## config.mk

```make
export PLATFORM = sky130hd
export DESIGN_NAME = bcd_scan_display_flat
export DESIGN_NICKNAME = d
export VERILOG_FILES = /design/src/rtl/bcd_scan_display_pkg.sv /design/src/rtl/bcd_scan_display_if.sv /design/src/rtl/bcd_scan_display_conv.sv /design/src/rtl/bcd_scan_display.sv /design/src/flat_wrapper.sv
export SDC_FILE = /design/constraint.sdc
export NUM_CORES = 1
export LEC_CHECK = 0
export CORE_MARGIN = 1
export CORE_UTILIZATION = 45
export CTS_BUF_LIST = sky130_fd_sc_hd__clkbuf_2
export CTS_CLUSTER_SIZE = 8
export DETAILED_ROUTE_END_ITERATION = 16
export GPL_TIMING_DRIVEN = 0
export PLACE_DENSITY = 0.67
export SLEW_MARGIN = 30
export SYNTH_ARGS = -nofsm -noshare
export SYNTH_HDL_FRONTEND = slang
export SYNTH_SLANG_ARGS = --single-unit
```

## constraint.sdc

```tcl
create_clock -name clk -period 3.7 [get_ports clk]
set_input_delay 0.555 -clock clk [delete_from_list [all_inputs] [get_ports clk]]
set_output_delay 0.555 -clock clk [all_outputs]
set_load 0.01 [all_outputs]
```

## src/rtl/bcd_scan_display_pkg.sv

```systemverilog
// rtl/bcd_scan_display_pkg.sv - segment constants, glyph codes and BCD sizing helper
package bcd_scan_display_pkg;

  localparam logic [6:0] SEG_BLANK = 7'h7F;
  localparam logic [6:0] SEG_MINUS = 7'h3F;
  // {g,f,e,d,c,b,a}, active-low
  localparam logic [6:0] SEG_DIGIT [0:9] = '{7'h40, 7'h79, 7'h24, 7'h30, 7'h19,
                                             7'h12, 7'h02, 7'h78, 7'h00, 7'h10};

  typedef enum logic [3:0] {
    G_DIG0, G_DIG1, G_DIG2, G_DIG3, G_DIG4,
    G_DIG5, G_DIG6, G_DIG7, G_DIG8, G_DIG9,
    G_BLANK, G_MINUS
  } glyph_e;

  function automatic int nbcd(input int w);
    return (w * 30103) / 100000 + 1;
  endfunction

  function automatic logic [6:0] seg_of(input glyph_e g);
    case (g)
      G_BLANK: return SEG_BLANK;
      G_MINUS: return SEG_MINUS;
      default: return (g <= G_DIG9) ? SEG_DIGIT[g] : SEG_BLANK;
    endcase
  endfunction

endpackage

```

## src/rtl/bcd_scan_display_if.sv

```systemverilog
// rtl/bcd_scan_display_if.sv - value load handshake and display pin bundle
interface bcd_scan_display_if #(
  parameter int DATA_W = 16,
  parameter int DIGITS = 5
);
  logic [DATA_W-1:0] value_in;
  logic              signed_mode;
  logic              load;
  logic              busy;
  logic              ovf;
  logic [DIGITS-1:0] anode_ON;
  logic [6:0]        catodo_ON;
  logic              dp;

  modport master (
    output value_in, signed_mode, load,
    input  busy, ovf, anode_ON, catodo_ON, dp
  );

  modport slave (
    input  value_in, signed_mode, load,
    output busy, ovf, anode_ON, catodo_ON, dp
  );
endinterface

```

## src/rtl/bcd_scan_display_conv.sv

```systemverilog
// rtl/bcd_scan_display_conv.sv - iterative double-dabble, one bit per cycle
// The first shift happens on the start edge, so done pulses DATA_W-1 cycles later.
module bcd_seq_converter #(
  parameter int DATA_W = 16,
  parameter int NBCD   = 5
) (
  input  logic              clk,
  input  logic              rst,
  input  logic              start_i,
  input  logic [DATA_W-1:0] bin_i,
  output logic              done_o,
  output logic [4*NBCD-1:0] bcd_o
);
  localparam int BCD_W = 4 * NBCD;
  localparam int CNT_W = $clog2(DATA_W);

  logic [DATA_W-1:0] sh_q;
  logic [BCD_W-1:0]  bcd_q;
  logic [BCD_W-1:0]  adj_d;
  logic [CNT_W-1:0]  cnt_q;
  logic              busy_q;
  logic              done_q;

  always_comb begin
    adj_d = bcd_q;
    for (int i = 0; i < NBCD; i++) begin
      if (bcd_q[4*i +: 4] >= 4'd5) adj_d[4*i +: 4] = bcd_q[4*i +: 4] + 4'd3;
    end
  end

  always_ff @(posedge clk or posedge rst) begin
    if (rst) begin
      busy_q <= 1'b0;
      done_q <= 1'b0;
      cnt_q  <= '0;
      sh_q   <= '0;
      bcd_q  <= '0;
    end else begin
      done_q <= 1'b0;
      if (start_i && !busy_q) begin
        busy_q <= 1'b1;
        cnt_q  <= CNT_W'(1);
        sh_q   <= bin_i << 1;
        bcd_q  <= BCD_W'(bin_i[DATA_W-1]);
      end else if (busy_q) begin
        bcd_q <= {adj_d[BCD_W-2:0], sh_q[DATA_W-1]};
        sh_q  <= sh_q << 1;
        cnt_q <= cnt_q + 1'b1;
        if (cnt_q == CNT_W'(DATA_W - 1)) begin
          busy_q <= 1'b0;
          done_q <= 1'b1;
        end
      end
    end
  end

  assign done_o = done_q;
  assign bcd_o  = bcd_q;
endmodule

```

## src/rtl/bcd_scan_display.sv

```systemverilog
// rtl/bcd_scan_display.sv - binary to multiplexed 7-segment display with sign and overflow
// Capture/sign, atomic glyph commit, digit scan and segment decode.
module bcd_scan_display
  import bcd_scan_display_pkg::*;
#(
  parameter int DATA_W     = 16,
  parameter int DIGITS     = 5,
  parameter int CLK_HZ     = 100_000_000,
  parameter int REFRESH_HZ = 1000
) (
  input  logic             clk,
  input  logic             rst,
  bcd_scan_display_if.slave bus
);
  localparam int NBCD     = nbcd(DATA_W);
  localparam int SCAN_DIV = CLK_HZ / REFRESH_HZ;
  localparam int PRE_W    = $clog2(SCAN_DIV);
  localparam int IDX_W    = (DIGITS > 1) ? $clog2(DIGITS) : 1;
  localparam int PADN     = (NBCD > DIGITS) ? NBCD : DIGITS;

  localparam logic [1:0] S_IDLE   = 2'd0;
  localparam logic [1:0] S_CONV   = 2'd1;
  localparam logic [1:0] S_COMMIT = 2'd2;

  logic [1:0]        state_q, state_d;
  logic              neg_q;
  logic              start;
  logic              neg_in;
  logic [DATA_W-1:0] mag_in;
  logic              conv_done;
  logic [4*NBCD-1:0] conv_bcd;
  logic [4*PADN-1:0] bcd_pad;
  int                top_k;
  glyph_e            glyph_q [DIGITS];
  glyph_e            glyph_d [DIGITS];
  logic              ovf_q, ovf_d;
  logic [PRE_W-1:0]  pre_q;
  logic [IDX_W-1:0]  idx_q;
  logic [DIGITS-1:0] anode_q, anode_d;
  logic [6:0]        cat_q;

  assign start  = (state_q == S_IDLE) && bus.load;
  assign neg_in = bus.signed_mode & bus.value_in[DATA_W-1];
  // Negating the most negative value wraps to 2^(DATA_W-1), which is the exact magnitude unsigned.
  assign mag_in = neg_in ? -bus.value_in : bus.value_in;

  bcd_seq_converter #(
    .DATA_W (DATA_W),
    .NBCD   (NBCD)
  ) u_conv (
    .clk     (clk),
    .rst     (rst),
    .start_i (start),
    .bin_i   (mag_in),
    .done_o  (conv_done),
    .bcd_o   (conv_bcd)
  );

  always_comb begin
    state_d = state_q;
    case (state_q)
      S_IDLE:   if (bus.load) state_d = S_CONV;
      S_CONV:   if (conv_done) state_d = S_COMMIT;
      S_COMMIT: state_d = S_IDLE;
      default:  state_d = S_IDLE;
    endcase
  end

  always_comb begin
    bcd_pad              = '0;
    bcd_pad[4*NBCD-1:0]  = conv_bcd;
    top_k                = 0;
    for (int i = 0; i < NBCD; i++) begin
      if (bcd_pad[4*i +: 4] != 4'd0) top_k = i;
    end
    ovf_d   = (top_k + 1 + int'(neg_q)) > DIGITS;
    glyph_d = '{default: G_BLANK};
    for (int i = 0; i < DIGITS; i++) begin
      if (ovf_d)                           glyph_d[i] = G_MINUS;
      else if (i <= top_k)                 glyph_d[i] = glyph_e'(bcd_pad[4*i +: 4]);
      else if (neg_q && (i == top_k + 1))  glyph_d[i] = G_MINUS;
      else                                 glyph_d[i] = G_BLANK;
    end
  end

  always_ff @(posedge clk or posedge rst) begin
    if (rst) begin
      state_q <= S_IDLE;
      neg_q   <= 1'b0;
      ovf_q   <= 1'b0;
      for (int i = 0; i < DIGITS; i++) glyph_q[i] <= G_BLANK;
    end else begin
      state_q <= state_d;
      if (start) neg_q <= neg_in;
      if (state_q == S_COMMIT) begin
        ovf_q   <= ovf_d;
        glyph_q <= glyph_d;
      end
    end
  end

  always_comb begin
    anode_d = '1;
    for (int i = 0; i < DIGITS; i++) begin
      if (idx_q == IDX_W'(i)) anode_d[i] = 1'b0;
    end
  end

  // Anode and cathode are registered on the same edge so a digit never shows its neighbour's segments.
  always_ff @(posedge clk or posedge rst) begin
    if (rst) begin
      pre_q   <= '0;
      idx_q   <= '0;
      anode_q <= '1;
      cat_q   <= SEG_BLANK;
    end else begin
      if (pre_q == PRE_W'(SCAN_DIV - 1)) begin
        pre_q <= '0;
        idx_q <= (idx_q == IDX_W'(DIGITS - 1)) ? '0 : idx_q + 1'b1;
      end else begin
        pre_q <= pre_q + 1'b1;
      end
      anode_q <= anode_d;
      cat_q   <= seg_of(glyph_q[idx_q]);
    end
  end

  assign bus.busy      = (state_q != S_IDLE);
  assign bus.ovf       = ovf_q;
  assign bus.anode_ON  = anode_q;
  assign bus.catodo_ON = cat_q;
  assign bus.dp        = 1'b1;
endmodule

```

## src/flat_wrapper.sv

```systemverilog
// flat-port wrapper written by rule: the top's interface ports become plain ports
module bcd_scan_display_flat import bcd_scan_display_pkg::*;
#(
  parameter int DATA_W     = 16,
  parameter int DIGITS     = 5,
  parameter int CLK_HZ     = 100_000_000,
  parameter int REFRESH_HZ = 1000
)
  (clk, rst, bus_value_in, bus_signed_mode, bus_load, bus_busy, bus_ovf, bus_anode_ON, bus_catodo_ON, bus_dp);
  bcd_scan_display_if #(.DATA_W(DATA_W), .DIGITS(DIGITS)) bus_i ();
  input  logic clk;
  input  logic rst;
  input wire logic [$bits(bus_i.value_in)-1:0] bus_value_in;
  input wire logic [$bits(bus_i.signed_mode)-1:0] bus_signed_mode;
  input wire logic [$bits(bus_i.load)-1:0] bus_load;
  output wire logic [$bits(bus_i.busy)-1:0] bus_busy;
  output wire logic [$bits(bus_i.ovf)-1:0] bus_ovf;
  output wire logic [$bits(bus_i.anode_ON)-1:0] bus_anode_ON;
  output wire logic [$bits(bus_i.catodo_ON)-1:0] bus_catodo_ON;
  output wire logic [$bits(bus_i.dp)-1:0] bus_dp;
  assign bus_i.value_in = bus_value_in;
  assign bus_i.signed_mode = bus_signed_mode;
  assign bus_i.load = bus_load;
  assign bus_busy = bus_i.busy;
  assign bus_ovf = bus_i.ovf;
  assign bus_anode_ON = bus_i.anode_ON;
  assign bus_catodo_ON = bus_i.catodo_ON;
  assign bus_dp = bus_i.dp;
  bcd_scan_display #(.DATA_W(DATA_W), .DIGITS(DIGITS), .CLK_HZ(CLK_HZ), .REFRESH_HZ(REFRESH_HZ)) u_core (.clk(clk), .rst(rst), .bus(bus_i));
endmodule
```

==> impl_metrics.env <==
export IMPL_cts_root_buffer="clkbuf_2"
export IMPL_htree_levels=3
export IMPL_cp_max_fo=10
export IMPL_period_share=0.693
export IMPL_ys_seq_elements=97
export IMPL_crit_cells=9
export IMPL_fill_cells=1033
export IMPL_cellPowerDensity_mw_per_mm2=637
export IMPL_area_growth_pct=12.6
export IMPL_fp_dieW_um=109
export IMPL_rr_worst_depth=9
export IMPL_grt_pass1_vias=3975
export IMPL_drive_gt1_frac=0.113
export IMPL_worstPathCellList="buf_6, mux4_2, a21oi_2, inv_1, ha_1, nor2_1, nand2_1, a211oi_1, a211oi_1"
export IMPL_pwr_share_seq=0.448
export IMPL_utilization=0.531
export IMPL_p_int_mw=2.26
export IMPL_n_antenna_cell=0
export IMPL_fmax_mhz=390
export IMPL_cts_inserted_buffers=9
export IMPL_totalWireLength_mm=10.7
export IMPL_required_ps=4230
export IMPL_wl_met2_mm=5.06
export IMPL_sw_frac_of_total=0.395
export IMPL_power_mw=3.73
export IMPL_dp_hpwl_mm=7.74
export IMPL_antenna_found_initial=0
export IMPL_status="completed"
export IMPL_die_h_um=109
export IMPL_wl_per_cell_um=14.8
export IMPL_post_cts_buffers=0
export IMPL_async_reset_ff_frac=1.00
export IMPL_rows=38
export IMPL_setup_tns_final_ps=0
export IMPL_cp_common_cell="a211oi_1"
export IMPL_dr_pass1_iters=6
export IMPL_grt_pass1_wl_mm=18.6
export IMPL_layout_commonest_cell="dfrtp_1"
export IMPL_ant_nets=0
export IMPL_setup_ws_ps=1140
export IMPL_cts_path_max_buffers=2
export IMPL_slew_limit_headroom=0.528
export IMPL_hold_class="primary input to asynchronous set/reset pin"
export IMPL_vias=3950
export IMPL_ys_warnings_count=0
export IMPL_seqCellArea_mm2=0.00245
export IMPL_topRoutingLayerUsed="met4"
export IMPL_path_delay_family="compound AO/OA/AOI/OAI gates"
export IMPL_die_area_mm2=0.0120
export IMPL_path_clk_slew_ps=270
export IMPL_clkSinkCount=97
export IMPL_wl_met1_mm=5.24
export IMPL_grt_use_total=0.198
export IMPL_grt_remaining_overflow=0
export IMPL_finalCriticalPeriod_ps=2560
export IMPL_drc_errors=0
export IMPL_syn_nets=579
export IMPL_port_buffers=33
export IMPL_synth_top_flop_cell="dfrtp_1"
export IMPL_power_leakage_nw=2.52
export IMPL_yosysSeqAreaShare=0.472
export IMPL_worst_slew_pin_slew_ps=701
export IMPL_crit_path_end_kind="flip-flop"
export IMPL_coreArea_mm2=0.0110
export IMPL_synth_avg_cell_area_um2=9.72
export IMPL_crit_buf_inv=2
export IMPL_pwr_share_clk=0.140
export IMPL_ctsHoldBuffers=0
export IMPL_tritoncts="built"
export IMPL_p_sw_mw=1.47
export IMPL_fin_nets=624
export IMPL_rsz0062_at_grt="false"
export IMPL_cp_slowest_cell="dfrtp_1"
export IMPL_hold_viol=0
export IMPL_synth_area_mm2=0.00520
export IMPL_post_cts_resized=0
export IMPL_criticalPathCategory="flip-flop to flip-flop"
export IMPL_gp_congestion=0.831
export IMPL_fin_skew_ps=27.8
export IMPL_maxCapViolations=0
export IMPL_clock_insertion_delay_worst_skew_ps=560
export IMPL_whs_ps=340
export IMPL_initial_core_util=0.471
export IMPL_routed_via_density=5.45
export IMPL_critical_path_arrival_ps=3090
export IMPL_synth_cells=535
export IMPL_synth_edf_count=0
export IMPL_slew_viol_final=0
export IMPL_vdd_drop_max_v=0.000252
export IMPL_slowest_delay_ps=530
export IMPL_combPwrFrac=0.412
export IMPL_ios=35
export IMPL_drt_initial_drc_count=194
export IMPL_startpoint_type="flip-flop"
export IMPL_netlist_cell_type_count=54
export IMPL_setup_viol=0
export IMPL_grt_max_degree=54
export IMPL_multi_input_area_mm2=0.00253
export IMPL_routed_wl_met3_um=307
export IMPL_mostFrequentLayoutCells="dfrtp_1, nand2_1, nor2_1"
export IMPL_dp_slack_ps=1160
## final timing paths
kind                                 startpoint                 endpoint  slack, ps
max in group asynchronous                   rst        u_core.glyph_q[9]       2710
hold / removal                              rst    u_core.u_conv.sh_q[4]        340
setup reg to reg                u_core.idx_q[0]  u_core.bus.catodo_ON[3]       1140
setup / recovery                u_core.idx_q[0]  u_core.bus.catodo_ON[3]       1140
hold reg to reg            u_core.u_conv.done_o        u_core.state_q[0]        480
min in group clk           u_core.u_conv.done_o        u_core.state_q[0]        480
## sequential cells by signal (all words and copies together), names as in the netlist
name	cells
u_core.u_conv.sh_q	15
u_core.bus.catodo_ON	7
u_core.glyph_q	20
u_core.u_conv.busy_q	1
u_core.u_conv.bcd_o	20
u_core.pre_q	17
u_core.bus.ovf	1
u_core.u_conv.done_o	1
u_core.bus.anode_ON	5
u_core.state_q	2
u_core.neg_q	1
u_core.u_conv.cnt_q	4
u_core.idx_q	3
## cell usage after synthesis (8+ instances only)
cell,instances,area share
dfstp_2,22,0.11
nor2_1,43,0.031
xor2_1,13,0.022
a22o_1,20,0.034
dfrtp_1,75,0.36
nand2_1,69,0.050
xnor2_1,22,0.037
clkbuf_1,12,0.0087
inv_1,23,0.017
a21oi_1,29,0.028
nand2b_1,12,0.014
ha_1,24,0.058
o21ai_0,40,0.039
buf_2,8,0.0077
mux2i_1,11,0.021
nor3_1,14,0.013
nand3_1,15,0.014
## power groups by stage
stage          clock network (mW)  registers [mW]  logic [mW]
4_1_cts                     0.540            1.67        1.55
2_1_floorplan                   0            1.61        1.18
3_5_place_dp                    0            1.69        1.53
3_3_place_gp                    0            1.67        1.47
6_report                    0.521            1.67        1.54
5_1_grt                     0.584            1.72        1.75
## through the flow
step,std cells,instance area (um2)
6_report,725,5860
3_5_place_dp,709,5740
3_3_place_gp,708,5700
2_1_floorplan,535,5200
5_1_grt,725,5860
4_1_cts,725,5860
## area by class of cell
type                            instances  share of cell area
Multi-Input combinational cell        391               0.433
Sequential cell                        97               0.419
Timing Repair Buffer                   34              0.0611
Tap cell                              140              0.0299
Buffer                                 24              0.0209
Inverter                               23              0.0156
Clock inverter                          6              0.0118
Clock buffer                           10             0.00855
## layer usage
metal  GRT usage  vias up
met3      0.0332       10
li1            -     1950
met5           0        -
met2       0.323       61
met4      0.0610        0
met1       0.270     1929
## kinds of logic (layout without fill, tap and decap cells)
kind of cell             Yosys count  count (layout)  share of synthesized area
AND/OR/NAND/NOR                  196             196                      0.193
AO/OA/AOI/OAI                    123             123                      0.152
flip-flops                        97              97                      0.472
buffers and inverters             47              97                     0.0402
XOR/XNOR                          35              35                     0.0590
adder cells (fa/ha/maj)           24              24                     0.0578
multiplexers                      12              12                     0.0255
other                              1               1                   0.000721
Note: power is estimated with default switching activity, not from simulation.
